## src/rtl/jtag_ir_unit.sv

```systemverilog
// ---------------------------------------------------------------------------
// jtag_ir_unit
//
// JTAG instruction register for the debug TAP. It captures, shifts and
// updates an IR of IR_WIDTH bits using per-cycle strobes from the TAP
// controller. The unit counts the bits shifted since the last capture and
// flags a sticky length error when an update follows a shift of the wrong
// length. Unsupported opcodes are replaced by BYPASS. The capture pattern
// carries external status plus the length-error flag, so the debugger can
// read both.
//
// Ports
//   clk            in   TCK-domain clock; all state changes on rising edge
//   rst_n          in   asynchronous active-low reset
//   tap_reset      in   synchronous reset strobe (Test-Logic-Reset)
//   tdi            in   serial data in
//   tdo            out  serial data out, combinational from shift register LSB
//   capture_ir     in   Capture-IR strobe
//   shift_ir       in   Shift-IR strobe
//   update_ir      in   Update-IR strobe
//   capture_status in   [IR_WIDTH-3] status loaded into the top capture bits
//   ir_out         out  [IR_WIDTH] active instruction
//   ir_new         out  one-cycle pulse after ir_out is written by an update
//   ir_subst       out  high while ir_out holds a substituted BYPASS
//   len_err        out  sticky wrong-length-update flag
// ---------------------------------------------------------------------------
module jtag_ir_unit #(
    parameter int                         IR_WIDTH   = 5,
    parameter logic [IR_WIDTH-1:0]        DEFAULT_IR = 'h01,
    parameter logic [IR_WIDTH-1:0]        BYPASS_IR  = '1,
    parameter logic [2**IR_WIDTH-1:0]     VALID_MASK = 'h8003_0002,
    parameter bit                         STRICT_LEN = 1'b1
) (
    input  logic                  clk,
    input  logic                  rst_n,
    input  logic                  tap_reset,
    input  logic                  tdi,
    output logic                  tdo,
    input  logic                  capture_ir,
    input  logic                  shift_ir,
    input  logic                  update_ir,
    input  logic [IR_WIDTH-4:0]   capture_status,
    output logic [IR_WIDTH-1:0]   ir_out,
    output logic                  ir_new,
    output logic                  ir_subst,
    output logic                  len_err
);

    localparam int                CNT_W    = $clog2(IR_WIDTH + 2);
    localparam logic [CNT_W-1:0]  CNT_FULL = CNT_W'(IR_WIDTH);
    // One past a full shift; anything longer stays here so it never wraps
    // back to a "correct" length.
    localparam logic [CNT_W-1:0]  CNT_MAX  = CNT_W'(IR_WIDTH + 1);

    logic [IR_WIDTH-1:0] shift_q, shift_d;
    logic [IR_WIDTH-1:0] ir_q,    ir_d;
    logic [CNT_W-1:0]    cnt_q,   cnt_d;
    logic                new_q,   new_d;
    logic                subst_q, subst_d;
    logic                lerr_q,  lerr_d;

    logic                len_ok;
    assign len_ok = (cnt_q == CNT_FULL);

    always_comb begin
        shift_d = shift_q;
        ir_d    = ir_q;
        cnt_d   = cnt_q;
        new_d   = 1'b0;
        subst_d = subst_q;
        lerr_d  = lerr_q;

        // Strobe priority: tap_reset > capture > shift > update.
        if (tap_reset) begin
            shift_d = DEFAULT_IR;
            ir_d    = DEFAULT_IR;
            cnt_d   = '0;
            subst_d = 1'b0;
            lerr_d  = 1'b0;
        end else if (capture_ir) begin
            // Two LSBs fixed at 2'b01 as IEEE 1149.1 requires.
            shift_d = {capture_status, lerr_q, 2'b01};
            cnt_d   = '0;
        end else if (shift_ir) begin
            shift_d = {tdi, shift_q[IR_WIDTH-1:1]};
            if (cnt_q != CNT_MAX) begin
                cnt_d = cnt_q + CNT_W'(1);
            end
        end else if (update_ir && (cnt_q != '0)) begin
            // A zero count (no shift since capture, or a repeated update)
            // leaves everything untouched.
            cnt_d = '0;
            if (!len_ok) begin
                lerr_d = 1'b1;
            end
            if (len_ok || !STRICT_LEN) begin
                new_d = 1'b1;
                if (VALID_MASK[shift_q]) begin
                    ir_d    = shift_q;
                    subst_d = 1'b0;
                end else begin
                    ir_d    = BYPASS_IR;
                    subst_d = 1'b1;
                end
            end
        end
    end

    always_ff @(posedge clk or negedge rst_n) begin
        if (!rst_n) begin
            shift_q <= DEFAULT_IR;
            ir_q    <= DEFAULT_IR;
            cnt_q   <= '0;
            new_q   <= 1'b0;
            subst_q <= 1'b0;
            lerr_q  <= 1'b0;
        end else begin
            shift_q <= shift_d;
            ir_q    <= ir_d;
            cnt_q   <= cnt_d;
            new_q   <= new_d;
            subst_q <= subst_d;
            lerr_q  <= lerr_d;
        end
    end

    assign tdo      = shift_q[0];
    assign ir_out   = ir_q;
    assign ir_new   = new_q;
    assign ir_subst = subst_q;
    assign len_err  = lerr_q;

endmodule

```

## config.mk

```make
export PLATFORM = sky130hd
export DESIGN_NAME = jtag_ir_unit
export DESIGN_NICKNAME = d
export VERILOG_FILES = /design/src/rtl/jtag_ir_unit.sv
export SDC_FILE = /design/constraint.sdc
export NUM_CORES = 1
export LEC_CHECK = 0
export BUFFER_PORTS_ARGS = -buffer_cell sky130_fd_sc_hd__buf_4
export CAP_MARGIN = 20
export CORE_MARGIN = 2
export CORE_UTILIZATION = 48
export DETAILED_ROUTE_END_ITERATION = 6
export HOLD_SLACK_MARGIN = 0.15
export PLACE_DENSITY_LB_ADDON = 0.15
export SKIP_LAST_GASP = 1
export SLEW_MARGIN = 20
export SYNTH_ARGS = -nofsm -noshare
export SYNTH_HDL_FRONTEND = slang
export SYNTH_SLANG_ARGS = --single-unit
```

## constraint.sdc

```tcl
create_clock -name clk -period 1.7 [get_ports clk]
set_input_delay 0.085 -clock clk [delete_from_list [all_inputs] [get_ports clk]]
set_output_delay 0.085 -clock clk [all_outputs]
set_load 0.01 [all_outputs]
```

Yosys cells after proc, flatten, opt, wreduce, memory -nomap -nowiden
Memory sizes are Yosys's and may differ from the RTL's.
Cells that the tools add are included.

word-level totals
  memories = 1
  output and inout bits = 9
  bits in read-only memories = 32
  bits of input ports = 9
  word-level logic and storage cells = 55
  bits in registers = 16

memory list
  name              words  bits a word  rd ports  clocked after Yosys merged registers in  wr ports  line  text
  (name not given)  32     1            1         0                                        0         98    if (VALID_MASK[shift_q]) begin

cells by class
  multiplexer cells = 31
  $add $sub $neg = 1
  reductions and logical operators = 9
  magnitude comparators = 1
  equal/unequal tests = 6

operators by type and width
  cell                                                    count
  2-to-1 mux 5 bit                                        9
  2-to-1 mux 1 bit                                        17
  2-to-1 mux 3 bit                                        5
  AND reduction 4 bit                                     2
  < comparator 5 x 6 -> 1 bit (second input constant)     1
  inequality test 2 bit (second input constant)           3
  nonzero test 3 bit                                      2
  inequality test 4 x 3 -> 1 bit (second input constant)  1
  nonzero test 2 bit                                      2
  nonzero test 4 bit                                      1
  adder 3 x 1 -> 3 bit (second input constant)            1
  equality test 3 bit (second input constant)             1
  inequality test 3 bit (second input constant)           1
  AND reduction 2 bit                                     1
  logical AND 1 bit                                       1

Longest topological paths before layout
  depth after elaboration = 8
  depth in mapped cells = 6
  depth with buffers taken out = 6

Worst setup path after synthesis
Ideal clock, no wire load.

  path type = flip-flop to flip-flop
  start = register cnt_q[0]
  end = register cnt_q[2]
  library setup time = 0.124 ns
  slack = 0.240 ns
  arrival = 1.336 ns
  stages on the path, launching flop included = 7
  period minus slack after synthesis = 1.460 ns
  data required time = 1.576 ns
  path buffers = 0
  cells stage by stage = dfrtp_1 -> inv_1 -> ha_1 -> nand2b_4 -> a2111o_1 -> a21oi_1 -> a21oi_1

on the way
  longest elaborated chain between the ends = 5
  elaborated cells on any way between the ends = 11
  classes of those cells = add/sub (1); eq/ne (2); mux (4); reduce/logical (4)

ends and longest elaborated chain
  what                    line  text
  start, declared         57    logic [CNT_W-1:0] cnt_q, cnt_d;
  start signal, assigned  120   cnt_q <= cnt_d;
  adder 3 x 1 -> 3 bit    87    cnt_d = cnt_q + CNT_W'(1);
  2-to-1 mux 3 bit        86    if (cnt_q != CNT_MAX) begin
  2-to-1 mux 3 bit        84    end else if (shift_ir) begin
  2-to-1 mux 3 bit        80    end else if (capture_ir) begin
  2-to-1 mux 3 bit        74    if (tap_reset) begin

Parallel ways exist; a longest one is shown, timed or not. The select of a mux whose other input is x is not followed.
A chain may end at the register's enable or synchronous reset.

Worst setup path in the final report
Ends and elaborated chain as after synthesis.

==> results.sh <==
export IMPL_status="finished clean"
export IMPL_synth_nets=88
export IMPL_hold_slack_ns=0.156
export IMPL_synth_compound_area_share_pct=16.0
export IMPL_synth_most_common_cell="dfrtp_1"
export IMPL_synth_cells=75
export IMPL_grt_pass1_vias=598
export IMPL_grt_max_degree=17
export IMPL_drive_above_1_share_pct=30.4
export IMPL_clkTransAtPathRegs_ns=0.09
export IMPL_synth_top_family_by_area="simple AND/OR/NAND/NOR gates"
export IMPL_ys_types=27
export IMPL_dr_first_iter_drc_count=4
export IMPL_final_cells=119
export IMPL_grt_pass1_wl_um=2620
export IMPL_worst_clock_skew_ns=0.00164
export IMPL_grt_usage_pct=18.0
export IMPL_async_flop_share_pct=100
export IMPL_ys_seq_area_share_pct=47.8
export IMPL_post_cts_buffers=0
export IMPL_synth_mux_area_share_pct=7.28
export IMPL_synth_top_area_cell="dfrtp_1"
export IMPL_cp_required_ns=1.88
export IMPL_finalNetCount=116
export IMPL_initial_core_util_pct=49.9
export IMPL_critPathArrivalTime_ns=1.73
export IMPL_peakVddDrop_v=0.000411
export IMPL_final_util_pct=64.4
export IMPL_finalSetupViolCount=0
export IMPL_io_pins=18
export IMPL_syn2layout_area_growth_pct=29.1
export IMPL_synth_top_area_share_pct=41.6
export IMPL_dieArea_um2=2110
export IMPL_die_y_um=45.9
export IMPL_wire_per_inst_um=13.3
export IMPL_die_w_um=45.9
export IMPL_dp_slack_ns=0.152
export IMPL_endpoint_kind="flop"
export IMPL_clkSinkCount=16
export IMPL_synthFlopType="dfrtp_1"
export IMPL_synthTopCellsByArea="dfrtp_1 42%, dfstp_2 6.2%, ha_1 5.9%"
export IMPL_syn_avg_cell_area_um2=11.2
export IMPL_ant_nets=0
export IMPL_cp_max_fo=4
export IMPL_dp_hpwl_um=1080
export IMPL_reg2reg_slack_ns=0.15
export IMPL_worstMarginPinSlew_ns=0.248
export IMPL_yosys_area_share_simple_pct=18.3
export IMPL_cellPowerDensity_nw_per_um2=685
export IMPL_num_vias=634
export IMPL_clock_tree_root_cell="clkbuf_4"
export IMPL_cts_made_buffers=3
export IMPL_port_buffers=17
export IMPL_drv_cap=0
export IMPL_max_slew_margin_rel_pct=83.4
export IMPL_rsz0062_at_grt="false"
export IMPL_period_share_pct=91.1
export IMPL_drv_slew=0
export IMPL_num_rows=15
export IMPL_synth_edf_count=0
export IMPL_wl_um=1590
export IMPL_fin_setup_tns_ns=0
export IMPL_syn_area_um2=842
export IMPL_synthXorXnorAreaFrac_pct=0
export IMPL_drt_first_pass_iters=3
export IMPL_drc_errors=0
export IMPL_critPathKind="flop to flop"
export IMPL_place_inst=107
export IMPL_gr_total_overflow=0
export IMPL_critPathLaunchType="flop"
export IMPL_synth_adder_area_share_pct=5.94
export IMPL_cts_resized=0
export IMPL_cts_buffer_depth=2
export IMPL_synthTopCellsByCount="14 x dfrtp_1, 8 x nor2_1, 7 x a21oi_1"
export IMPL_antenna_found_initial=0
export IMPL_cts_max_level=1
export IMPL_n_antenna_cell=0
export IMPL_ys_ff_latch=16
export IMPL_fin_crit_ns=1.55
export IMPL_cts_tree="yes"
export IMPL_core_um2=1690
export IMPL_hold_viol_final=0
export IMPL_fmax_ghz=0.646
export IMPL_viasPerCell=5.33
export IMPL_fin_ws_ns=0.151
export IMPL_holdCritPathClass="primary input to flop"
export IMPL_hold_buffers=8
export IMPL_power_leakage_nw=0.564
export IMPL_routabilityCongestion=0.711
export IMPL_insertion_delay_ns=0.29
export IMPL_yosysWarnings=0
[layout make-up]
class | instances | area [um^2]
Fill cell | 140 | 602
Sequential cell | 16 | 403
Multi-Input combinational cell | 53 | 400
Timing Repair Buffer | 26 | 215
Clock buffer | 4 | 36.3
Tap cell | 17 | 21.3
Inverter | 3 | 11.3
[worst max-delay path: stages (launching register included)]
cell,delay (ns)
dfrtp_1,0.43
inv_1,0.09
ha_1,0.20
nand2b_4,0.06
a2111o_1,0.46
a21oi_1,0.16
a21oi_1,0.05
[path summary, 6_finish.rpt]
| path | cells past startpoint | to | from |
|---|---|---|---|
| min | 3 | cnt_q[2] | shift_ir |
| max reg2reg | 6 | cnt_q[2] | cnt_q[0] |
| min reg2reg | 2 | ir_out[0] | ir_out[0] |
| min in group asynchronous | 2 | shift_q[4] | rst_n |
| max | 6 | cnt_q[2] | cnt_q[0] |
| max in group asynchronous | 2 | ir_out[0] | rst_n |
[where the power goes]
| group | switching, mW | internal, mW | leakage, nW |
|---|---|---|---|
| clock network | 0.122 | 0.130 | 0.0210 |
| logic | 0.0470 | 0.0499 | 0.328 |
| registers | 0.00792 | 0.388 | 0.214 |
[layout by cell type (no fill, tap or decap), types with 3 or more instances in the layout]
cell type       n
a21o_1          3
a21oi_1         7
buf_4          18
clkbuf_4        3
dfrtp_1        14
dlygate4sd3_1   8
ha_1            4
inv_1           3
mux2i_1         5
nand2_1         6
nor2_1          8
[metal layers]
layer	track usage [%]	wire, um	vias to the layer above
li1	-	-	321
met1	20.8	682	292
met2	30.6	804	15
met3	2.38	56	6
met4	12.0	44	0
met5	0	0	-
[kinds of logic after synthesis]
group	count (synthesis)
simple gates	23
buf+inv	6
fa+ha+maj	4
flops	16
compound gates	20
mux	6
[flip-flops by register name, indices dropped and copies added (netlist names)]
signal    cells
cnt_q         3
ir_new        1
ir_out        5
ir_subst      1
len_err       1
shift_q       5
[stage by stage]
| step | instance area [um^2] | power (mW) |
|---|---|---|
| 2_1_floorplan | 842 | 0.454 |
| 3_3_place_gp | 971 | 0.483 |
| 3_5_place_dp | 971 | 0.484 |
| 4_1_cts | 1090 | 0.755 |
| 5_1_grt | 1090 | 0.787 |
| 6_report | 1090 | 0.745 |
(Power assumes the default switching activity.)
